**config.mk**
```make
export PLATFORM = sky130hd
export DESIGN_NAME = piso_frame_tx
export DESIGN_NICKNAME = d
export VERILOG_FILES = /design/src/rtl/piso_frame_tx.sv
export SDC_FILE = /design/constraint.sdc
export NUM_CORES = 1
export LEC_CHECK = 0
export ABC_AREA = 1
export BUFFER_PORTS_ARGS = -buffer_cell sky130_fd_sc_hd__buf_2
export CAP_MARGIN = 40
export CORE_UTILIZATION = 40
export CTS_CLUSTER_DIAMETER = 80
export DETAILED_ROUTE_END_ITERATION = 12
export PLACE_DENSITY = 0.66
export SETUP_SLACK_MARGIN = 0.1
export SYNTH_ARGS = -nofsm -noshare
export SYNTH_HDL_FRONTEND = slang
export SYNTH_SLANG_ARGS = --single-unit
```
**constraint.sdc**
```tcl
create_clock -name clk -period 1.45 [get_ports clk]
set_input_delay 0.2175 -clock clk [delete_from_list [all_inputs] [get_ports clk]]
set_output_delay 0.2175 -clock clk [all_outputs]
set_load 0.05 [all_outputs]
```
**src/rtl/piso_frame_tx.sv**
```systemverilog
`timescale 1ns/1ps
`default_nettype none
// ============================================================================
// Module   : piso_frame_tx
// Purpose  : Parallel-in / serial-out framing transmitter. Accepts a word over
//            a valid/ready handshake and sends it on a single line as
//            start bit, data bits (selectable order), optional even parity
//            and stop bit. Each serial bit is held for CLKS_PER_BIT cycles.
// Revision : 1.0 - initial release
// ============================================================================
module piso_frame_tx #(
  parameter int DATA_W       = 8,
  parameter int CLKS_PER_BIT = 4,
  parameter int PARITY_EN    = 0
) (
  input  logic              clk,
  input  logic              reset,
  input  logic              in_valid,
  input  logic [DATA_W-1:0] in_data,
  input  logic              lsb_first,
  output logic              in_ready,
  output logic              ser_out,
  output logic              busy,
  output logic              done
);

  // Counter widths never collapse to zero, so CLKS_PER_BIT=1 and DATA_W=1
  // still yield legal one-bit counters.
  localparam int CYC_W = (CLKS_PER_BIT > 1) ? $clog2(CLKS_PER_BIT) : 1;
  localparam int BIT_W = (DATA_W > 1) ? $clog2(DATA_W) : 1;

  localparam logic [CYC_W-1:0] C_CYC_LAST = CYC_W'(CLKS_PER_BIT - 1);
  localparam logic [BIT_W-1:0] C_BIT_LAST = BIT_W'(DATA_W - 1);

  typedef enum logic [2:0] {
    S_IDLE   = 3'd0,
    S_START  = 3'd1,
    S_DATA   = 3'd2,
    S_PARITY = 3'd3,
    S_STOP   = 3'd4
  } state_t;

  state_t            state_q, state_d;
  logic [DATA_W-1:0] shreg_q, shreg_d;
  logic              lsb_q, lsb_d;
  logic              par_q, par_d;
  logic [CYC_W-1:0]  cyc_q, cyc_d;
  logic [BIT_W-1:0]  bit_q, bit_d;
  logic              ser_out_q, ser_out_d;
  logic              busy_q, busy_d;
  logic              done_q, done_d;

  logic              w_bit_end;
  logic              w_next_data_bit;

  // The handshake is open whenever no frame is in flight.
  assign in_ready  = (state_q == S_IDLE);

  // Last cycle of the current serial bit period.
  assign w_bit_end = (cyc_q == C_CYC_LAST);

  // Frame sequencing: next state, shift register, bit/cycle counters, done.
  always_comb begin
    state_d = state_q;
    shreg_d = shreg_q;
    lsb_d   = lsb_q;
    par_d   = par_q;
    cyc_d   = cyc_q;
    bit_d   = bit_q;
    done_d  = 1'b0;

    // Bit-period counter runs in every active state and wraps each bit.
    if (state_q != S_IDLE) begin
      if (w_bit_end) begin
        cyc_d = '0;
      end else begin
        cyc_d = cyc_q + 1'b1;
      end
    end

    case (state_q)
      S_IDLE: begin
        if (in_valid) begin
          state_d = S_START;
          shreg_d = in_data;
          lsb_d   = lsb_first;
          par_d   = ^in_data;
          cyc_d   = '0;
          bit_d   = '0;
        end
      end

      S_START: begin
        if (w_bit_end) begin
          state_d = S_DATA;
        end
      end

      S_DATA: begin
        if (w_bit_end) begin
          // Consume the bit just sent; vacated positions fill with zero.
          if (lsb_q) begin
            shreg_d = shreg_q >> 1;
          end else begin
            shreg_d = shreg_q << 1;
          end
          if (bit_q == C_BIT_LAST) begin
            bit_d   = '0;
            state_d = (PARITY_EN != 0) ? S_PARITY : S_STOP;
          end else begin
            bit_d   = bit_q + 1'b1;
          end
        end
      end

      S_PARITY: begin
        if (w_bit_end) begin
          state_d = S_STOP;
        end
      end

      S_STOP: begin
        if (w_bit_end) begin
          state_d = S_IDLE;
          done_d  = 1'b1;
        end
      end

      default: begin
        state_d = S_IDLE;
      end
    endcase
  end

  // The line level is decided from the upcoming state so that ser_out can be
  // registered yet still drop on the very cycle after accept.
  assign w_next_data_bit = lsb_d ? shreg_d[0] : shreg_d[DATA_W-1];

  // Registered-output decode: line level and busy for the coming cycle.
  always_comb begin
    ser_out_d = 1'b1;
    busy_d    = (state_d != S_IDLE);
    case (state_d)
      S_IDLE:   ser_out_d = 1'b1;
      S_START:  ser_out_d = 1'b0;
      S_DATA:   ser_out_d = w_next_data_bit;
      S_PARITY: ser_out_d = par_d;
      S_STOP:   ser_out_d = 1'b1;
      default:  ser_out_d = 1'b1;
    endcase
  end

  // State and datapath registers; reset aborts any frame immediately.
  always_ff @(posedge clk or posedge reset) begin
    if (reset) begin
      state_q   <= S_IDLE;
      shreg_q   <= '0;
      lsb_q     <= 1'b0;
      par_q     <= 1'b0;
      cyc_q     <= '0;
      bit_q     <= '0;
      ser_out_q <= 1'b1;
      busy_q    <= 1'b0;
      done_q    <= 1'b0;
    end else begin
      state_q   <= state_d;
      shreg_q   <= shreg_d;
      lsb_q     <= lsb_d;
      par_q     <= par_d;
      cyc_q     <= cyc_d;
      bit_q     <= bit_d;
      ser_out_q <= ser_out_d;
      busy_q    <= busy_d;
      done_q    <= done_d;
    end
  end

  assign ser_out = ser_out_q;
  assign busy    = busy_q;
  assign done    = done_q;

endmodule
`default_nettype wire

```
==> results of run 1 <==
layout make-up:
| cell class | instances | area, sq um | area share (%) |
|---|---|---|---|
| clock buffers | 4 | 26.3 | 1.52 |
| multi-input cells | 121 | 714 | 41.2 |
| flip-flops and latches | 21 | 528 | 30.4 |
| inverters | 30 | 124 | 7.14 |
| well taps | 44 | 55.1 | 3.17 |
| repair buffers | 38 | 287 | 16.5 |
kinds of logic (layout without fill, tap and decap cells):
family / Yosys count / count (layout) / synth area share, %
buf+inv: 34 / 72 / 11.1
xor+xnor: 1 / 1 / 0.674
flops: 21 / 21 / 40.5
simple gates: 96 / 96 / 33.7
fa+ha+maj: 3 / 3 / 2.89
compound gates: 21 / 21 / 11.2
worst paths after layout:
check / endpoint / slack (ns)
min in group asynchronous: bit_q[0] / 0.46
worst min register to register: shreg_q[7] / 0.57
worst min-delay path: shreg_q[4] / 0.16
worst max-delay path: in_ready / 0.002
worst max register to register: ser_out / 0.07
max in group asynchronous: ser_out / 0.72
state kept, by name, indices dropped and copies added (netlist names):
register	cells
lsb_q	1
busy	1
par_q	1
state_q	3
bit_q	3
shreg_q	8
ser_out	1
done	1
cyc_q	2
per-layer routing:
layer  share of wire, %  vias to the layer above  wire length (microns)
li1                   -                      646                      -
met1                 48                      570                   1400
met2                 48                       16                   1430
met3                2.8                        5                     83
met4                1.1                        0                     32
met5                  0                        -                      0
metrics by stage:
stage | cell area (sq um) | setup WS (ns)
finish | 1730 | 0.00238
global route | 1730 | -0.0610
CTS | 1620 | -0.000551
detailed placement | 1470 | 0.0198
global placement | 1470 | 0.0619
floorplan | 1300 | 0.104
power by group through the flow:
stage | Sequential [mW] | Clock (mW) | Combinational, mW
global route | 1.04 | 0.315 | 2.21
finish | 1.01 | 0.287 | 2.02
floorplan | 1.07 | 0 | 1.04
global placement | 0.996 | 0 | 1.42
detailed placement | 0.999 | 0 | 1.48
CTS | 1.00 | 0.296 | 1.72
cell usage in the layout, fill, tap and decap left out, types with 2 or more instances in the layout:
master	Yosys	final
buf_2	1	13
dfrtp_1	20	19
inv_2	3	4
o21ai_0	8	7
nand4_1	3	3
clkbuf_4	0	4
nand3_1	17	15
nor2_1	10	8
nand2_1	58	56
o221ai_1	6	5
o21ai_1	2	2
nor2_2	1	3
nand2_2	0	2
inv_4	0	3
ha_4	0	2
nand3_4	1	2
inv_1	27	22
buf_4	0	18
nor4_1	2	2
buf_6	2	3
critical path, cell delays in order, from the launching register on:
cell	delay (ns)
dfrtp_1	0.43
nor2_4	0.17
nand2_2	0.10
clkinvlp_4	0.09
buf_8	0.14
repair_timing:
item                                    in CTS  in global routing
hold buffers                                 1                  0
resized for setup                           17                 16
setup buffers                                6                  7
endpoints found under the setup margin      12                 14
pin swaps                                    3                  5
hold endpoints to repair                    20                  0
==> results.sh, run 1 <==
export IMPL_initial_core_util_pct=42.2
export IMPL_setup_viol=0
export IMPL_die_h_microns=59.0
export IMPL_ir_drop_mv=1.31
export IMPL_drv_slew=0
export IMPL_relSlewSlack_pct=77.8
export IMPL_hold_slack_ns=0.163
export IMPL_ant_nets=0
export IMPL_num_vias=1237
export IMPL_wl_per_cell_microns=11.4
export IMPL_crit_arrival_ns=1.23
export IMPL_io_pins=16
export IMPL_cts_tree="built"
export IMPL_synth_area_per_cell_sq_um=7.39
export IMPL_min_from="in_data[4]"
export IMPL_drive_gt1_share_pct=32.7
export IMPL_cp_startpoint="state_q[0]"
export IMPL_stdcell_count=258
export IMPL_fillCellCount=278
export IMPL_synth_area_sq_um=1300
export IMPL_grt_max_degree=22
export IMPL_coreArea_sq_um=3080
export IMPL_hold_class="in -> reg"
export IMPL_p_comb_share_pct=60.9
export IMPL_grt_antenna_before_repair=0
export IMPL_drtIter0Drc=34
export IMPL_finalPower_mw=3.32
export IMPL_via_per_inst=4.79
export IMPL_fp_row_count=20
export IMPL_startpoint_type="flop"
export IMPL_max_freq_ghz=0.691
export IMPL_status="finished clean"
export IMPL_synth_common_cells="nand2_1 (58), inv_1 (27), dfrtp_1 (20), nand3_1 (17), nor2_1 (10)"
export IMPL_grt_busiest_layer="met2"
export IMPL_place_inst=240
export IMPL_numCtsBuffers=3
export IMPL_synth_top_cell_area_share_pct=38.5
export IMPL_grtUsageMet3_pct=4.59
export IMPL_grt_pass1_wl_microns=4910
export IMPL_rsz0062_at_grt="yes"
export IMPL_grt_pass1_vias=1118
export IMPL_use_met1_pct=25.5
export IMPL_grt_use_met2_pct=30.7
export IMPL_swShare_pct=44.6
export IMPL_synthArstFlopShare_pct=100
export IMPL_syn_to_final_growth_pct=33.4
export IMPL_yosysUniqueCellTypes=28
export IMPL_fin_util_pct=56.3
export IMPL_dr_pass1_iters=5
export IMPL_ys_flop_type="dfrtp_1"
export IMPL_grt_ovfl_total=0
export IMPL_synth_warnings=0
export IMPL_finalClockSkew_ns=0.00447
export IMPL_dp_hpwl_microns=2100
export IMPL_maxCapViolations=0
export IMPL_critPathMaxFanout=3
export IMPL_yosys_register_bits=21
export IMPL_synthesis_nets=191
export IMPL_period_needed_ns=1.45
export IMPL_p_leak_nw=0.898
export IMPL_routed_wl_microns=2950
export IMPL_worstMarginPinSlew_ns=0.330
export IMPL_p_int_mw=1.84
export IMPL_yosysSeqAreaShare_pct=40.5
export IMPL_h_tree_depth=1
export IMPL_ys_top_cells_by_area="dfrtp_1 (38%), nand2_1 (17%), inv_1 (7.8%)"
export IMPL_worstSkewPairLatency_ns=0.31
export IMPL_die_area_sq_um=3480
export IMPL_rr_startpoint="state_q[0]"
export IMPL_endpoint_kind="output pin"
export IMPL_diodes=0
export IMPL_clkPwrFrac_pct=8.6
export IMPL_final_nets=230
export IMPL_portBuffers=15
export IMPL_clock_path_buffers=2
export IMPL_drcViolationCount=0
export IMPL_seqPwrFrac_pct=30.5
export IMPL_tns_ns=0
export IMPL_fin_crit_sh_pct=99.8
export IMPL_critPathKind="reg -> out"
export IMPL_place_congestion=0.868
export IMPL_holdPathStages=3
export IMPL_synth_edf_count=0
export IMPL_powerDensity_nw_per_um2=1910
export IMPL_cts_clk_slew_worst_paths_ns=0.12
export IMPL_worst_ep_required_time_ns=1.23
export IMPL_cts_sinks=21
export IMPL_p_switching_mw=1.48
export IMPL_synth_most_common_cell="nand2_1"
export IMPL_post_synth_inst_count=176
export IMPL_hold_viol=0
export IMPL_synth_top_cell_by_area="dfrtp_1"
export IMPL_dieWidth_microns=59.0
export IMPL_grt_usage_pct=18.8
export IMPL_cts_root_buf="clkbuf_4"
export IMPL_r2r_cells=9
Power figures use the tool's default switching activity.
==> run 2: changes to the inputs <==
--- a/config.mk
+++ b/config.mk
@@ -8,10 +8,10 @@
 export ABC_AREA = 1
 export BUFFER_PORTS_ARGS = -buffer_cell sky130_fd_sc_hd__buf_2
 export CAP_MARGIN = 40
-export CORE_UTILIZATION = 40
+export CORE_UTILIZATION = 30
 export CTS_CLUSTER_DIAMETER = 80
 export DETAILED_ROUTE_END_ITERATION = 12
-export PLACE_DENSITY = 0.66
+export PLACE_DENSITY = 0.54
 export SETUP_SLACK_MARGIN = 0.1
 export SYNTH_ARGS = -nofsm -noshare
 export SYNTH_HDL_FRONTEND = slang
==> run 2 against run 1 <==
Net effect:
- final cell count grew 2.3%
- routed wire length grew 1.4%
- clock skew grew 0.0059 ns
- critical path depth is the same
- critical path type unchanged
- worst hold slack gained 0.041 ns
- design area grew 3.0%
==> results.sh, run 2 (synthesized netlist as in run 1, its figures left out) <==
export IMPL_die_area_sq_um=4600
export IMPL_numCtsBuffers=3
export IMPL_endpoint_kind="output pin"
export IMPL_drcViolationCount=0
export IMPL_slowest_stage="dfrtp_1"
export IMPL_period_needed_ns=1.40
export IMPL_startpoint_type="flop"
export IMPL_cts_root_buf="clkbuf_8"
export IMPL_r2r_cells=9
export IMPL_tns_ns=0
export IMPL_cts_sinks=21
export IMPL_num_vias=1186
export IMPL_max_stage_delay_ns=0.41
export IMPL_dp_hpwl_microns=2110
export IMPL_reg_largest_list="shreg_q: 8 flops, bit_q: 3 flops, state_q: 3 flops"
export IMPL_drtIter0Drc=24
export IMPL_grt_max_degree=22
export IMPL_coreArea_sq_um=4090
export IMPL_clock_path_buffers=2
export IMPL_worstPathCellList="nor2_4, nand2_2, clkinvlp_4, buf_8"
export IMPL_critPathTopFamily="flip-flops"
export IMPL_r2r_end="ser_out"
export IMPL_cts_tree="built"
export IMPL_layout_setup_ws_ns=0.0473
export IMPL_finalClockSkew_ns=0.0104
export IMPL_grt_antenna_before_repair=0
export IMPL_ir_drop_mv=1.27
export IMPL_rrSetupSlack_ns=0.07
export IMPL_status="finished clean"
export IMPL_io_pins=16
export IMPL_grt_pass1_vias=1173
export IMPL_h_tree_depth=1
export IMPL_grt_pass1_wl_microns=5240
export IMPL_portBuffers=15
export IMPL_place_area_sq_um=1510
export IMPL_top_register="shreg_q"
export IMPL_fin_crit_sh_pct=96.7
export IMPL_hold_viol=0
export IMPL_cp_startpoint="state_q[0]"
export IMPL_relSlewSlack_pct=74.4
export IMPL_min_from="in_data[4]"
export IMPL_dieWidth_microns=67.8
export IMPL_cts_clk_slew_worst_paths_ns=0.09
export IMPL_crit_buf_inv=2
export IMPL_ant_nets=0
export IMPL_critPathKind="reg -> out"
export IMPL_hold_class="in -> reg"
export IMPL_grt_ovfl_total=0
export IMPL_place_congestion=0.746
export IMPL_drv_slew=0
export IMPL_fp_row_count=23
export IMPL_final_nets=230
export IMPL_crit_arrival_ns=1.19
export IMPL_maxCapViolations=0
export IMPL_powerDensity_nw_per_um2=1890
export IMPL_p_leak_nw=0.926
export IMPL_dp_slack_ns=0.0199
export IMPL_layout_common_cells="nand2_1 (57), inv_1 (23), dfrtp_1 (18)"
export IMPL_rr_startpoint="state_q[0]"
export IMPL_syn_to_final_growth_pct=37.3
export IMPL_layout_cells_most_common="nand2_1"
export IMPL_critPathMaxFanout=3
export IMPL_stdcell_area_sq_um=1790
export IMPL_max_freq_ghz=0.713
export IMPL_worstSkewPairLatency_ns=0.27
export IMPL_largest_reg_flops=8
export IMPL_rsz0062_at_grt="yes"
export IMPL_worst_ep_required_time_ns=1.23
export IMPL_setup_viol=0
export IMPL_worstMarginPinSlew_ns=0.381
export IMPL_dr_pass1_iters=4
export IMPL_finalPower_mw=3.37
export IMPL_fin_util_pct=43.7
export IMPL_die_h_microns=67.8
export IMPL_min_to="shreg_q[4]"
export IMPL_drive_gt1_share_pct=33.6
export IMPL_grt_usage_pct=15.1
export IMPL_diodes=0
export IMPL_via_per_inst=4.49
export IMPL_holdPathStages=3
export IMPL_routed_wl_microns=2990
export IMPL_wl_per_cell_microns=11.3
export IMPL_initial_core_util_pct=31.8
==> run 2: area by class of cell <==
| class | instances | area, sq um |
|---|---|---|
| inverter | 30 | 119 |
| clock buffer | 3 | 41.3 |
| fill | 424 | 2300 |
| multi-input combinational | 121 | 719 |
| timing repair buffer | 38 | 309 |
| clock inverter | 1 | 5.00 |
| sequential | 21 | 529 |
| tap | 50 | 62.6 |
==> run 2: worst max-delay path by stage <==
stage               end  slack (ns)  cells past startpoint
6_report       in_ready        0.05                      4
5_1_grt            busy       -0.03                      7
4_1_cts        in_ready        0.04                      4
3_5_place_dp    ser_out        0.02                      8
3_3_place_gp    ser_out        0.04                      8
2_1_floorplan   ser_out        0.10                      8
==> run 2: power by group <==
group / leakage, nW / switching [mW] / internal (mW)
Combinational: 0.641 / 1.07 / 0.869
Sequential: 0.259 / 0.181 / 0.841
Clock: 0.0255 / 0.213 / 0.192
==> run 2: repair_timing <==
| action | 4_1_cts | 5_1_grt |
|---|---|---|
| hold endpoints to repair | 20 | 0 |
| pin swaps | 8 | 9 |
| gates cloned | 1 | 0 |
| resized for setup | 16 | 13 |
| hold buffers | 1 | 0 |
| endpoints found under the setup margin | 3 | 11 |
| buffers inserted | 7 | 2 |
==> run 2: stage by stage <==
| step | cells | hold WS (ns) |
|---|---|---|
| 6_report | 264 | 0.203 |
| 5_1_grt | 264 | 0.212 |
| 4_1_cts | 262 | 0.205 |
| 3_5_place_dp | 249 | 0.271 |
| 3_3_place_gp | 249 | 0.267 |
| 2_1_floorplan | 176 | 0.193 |
==> run 2: routing by layer <==
metal  share of wire (%)  GRT usage [%]
met2                  45           24.5
met4                0.77           3.13
met3                 2.3           3.00
met1                  52           20.9
met5                   0              0
==> run 2: worst min-delay path, cell delays in order <==
cell and delay [ns]:
buf_2 0.11, nand2_1 0.07, o221ai_2 0.05
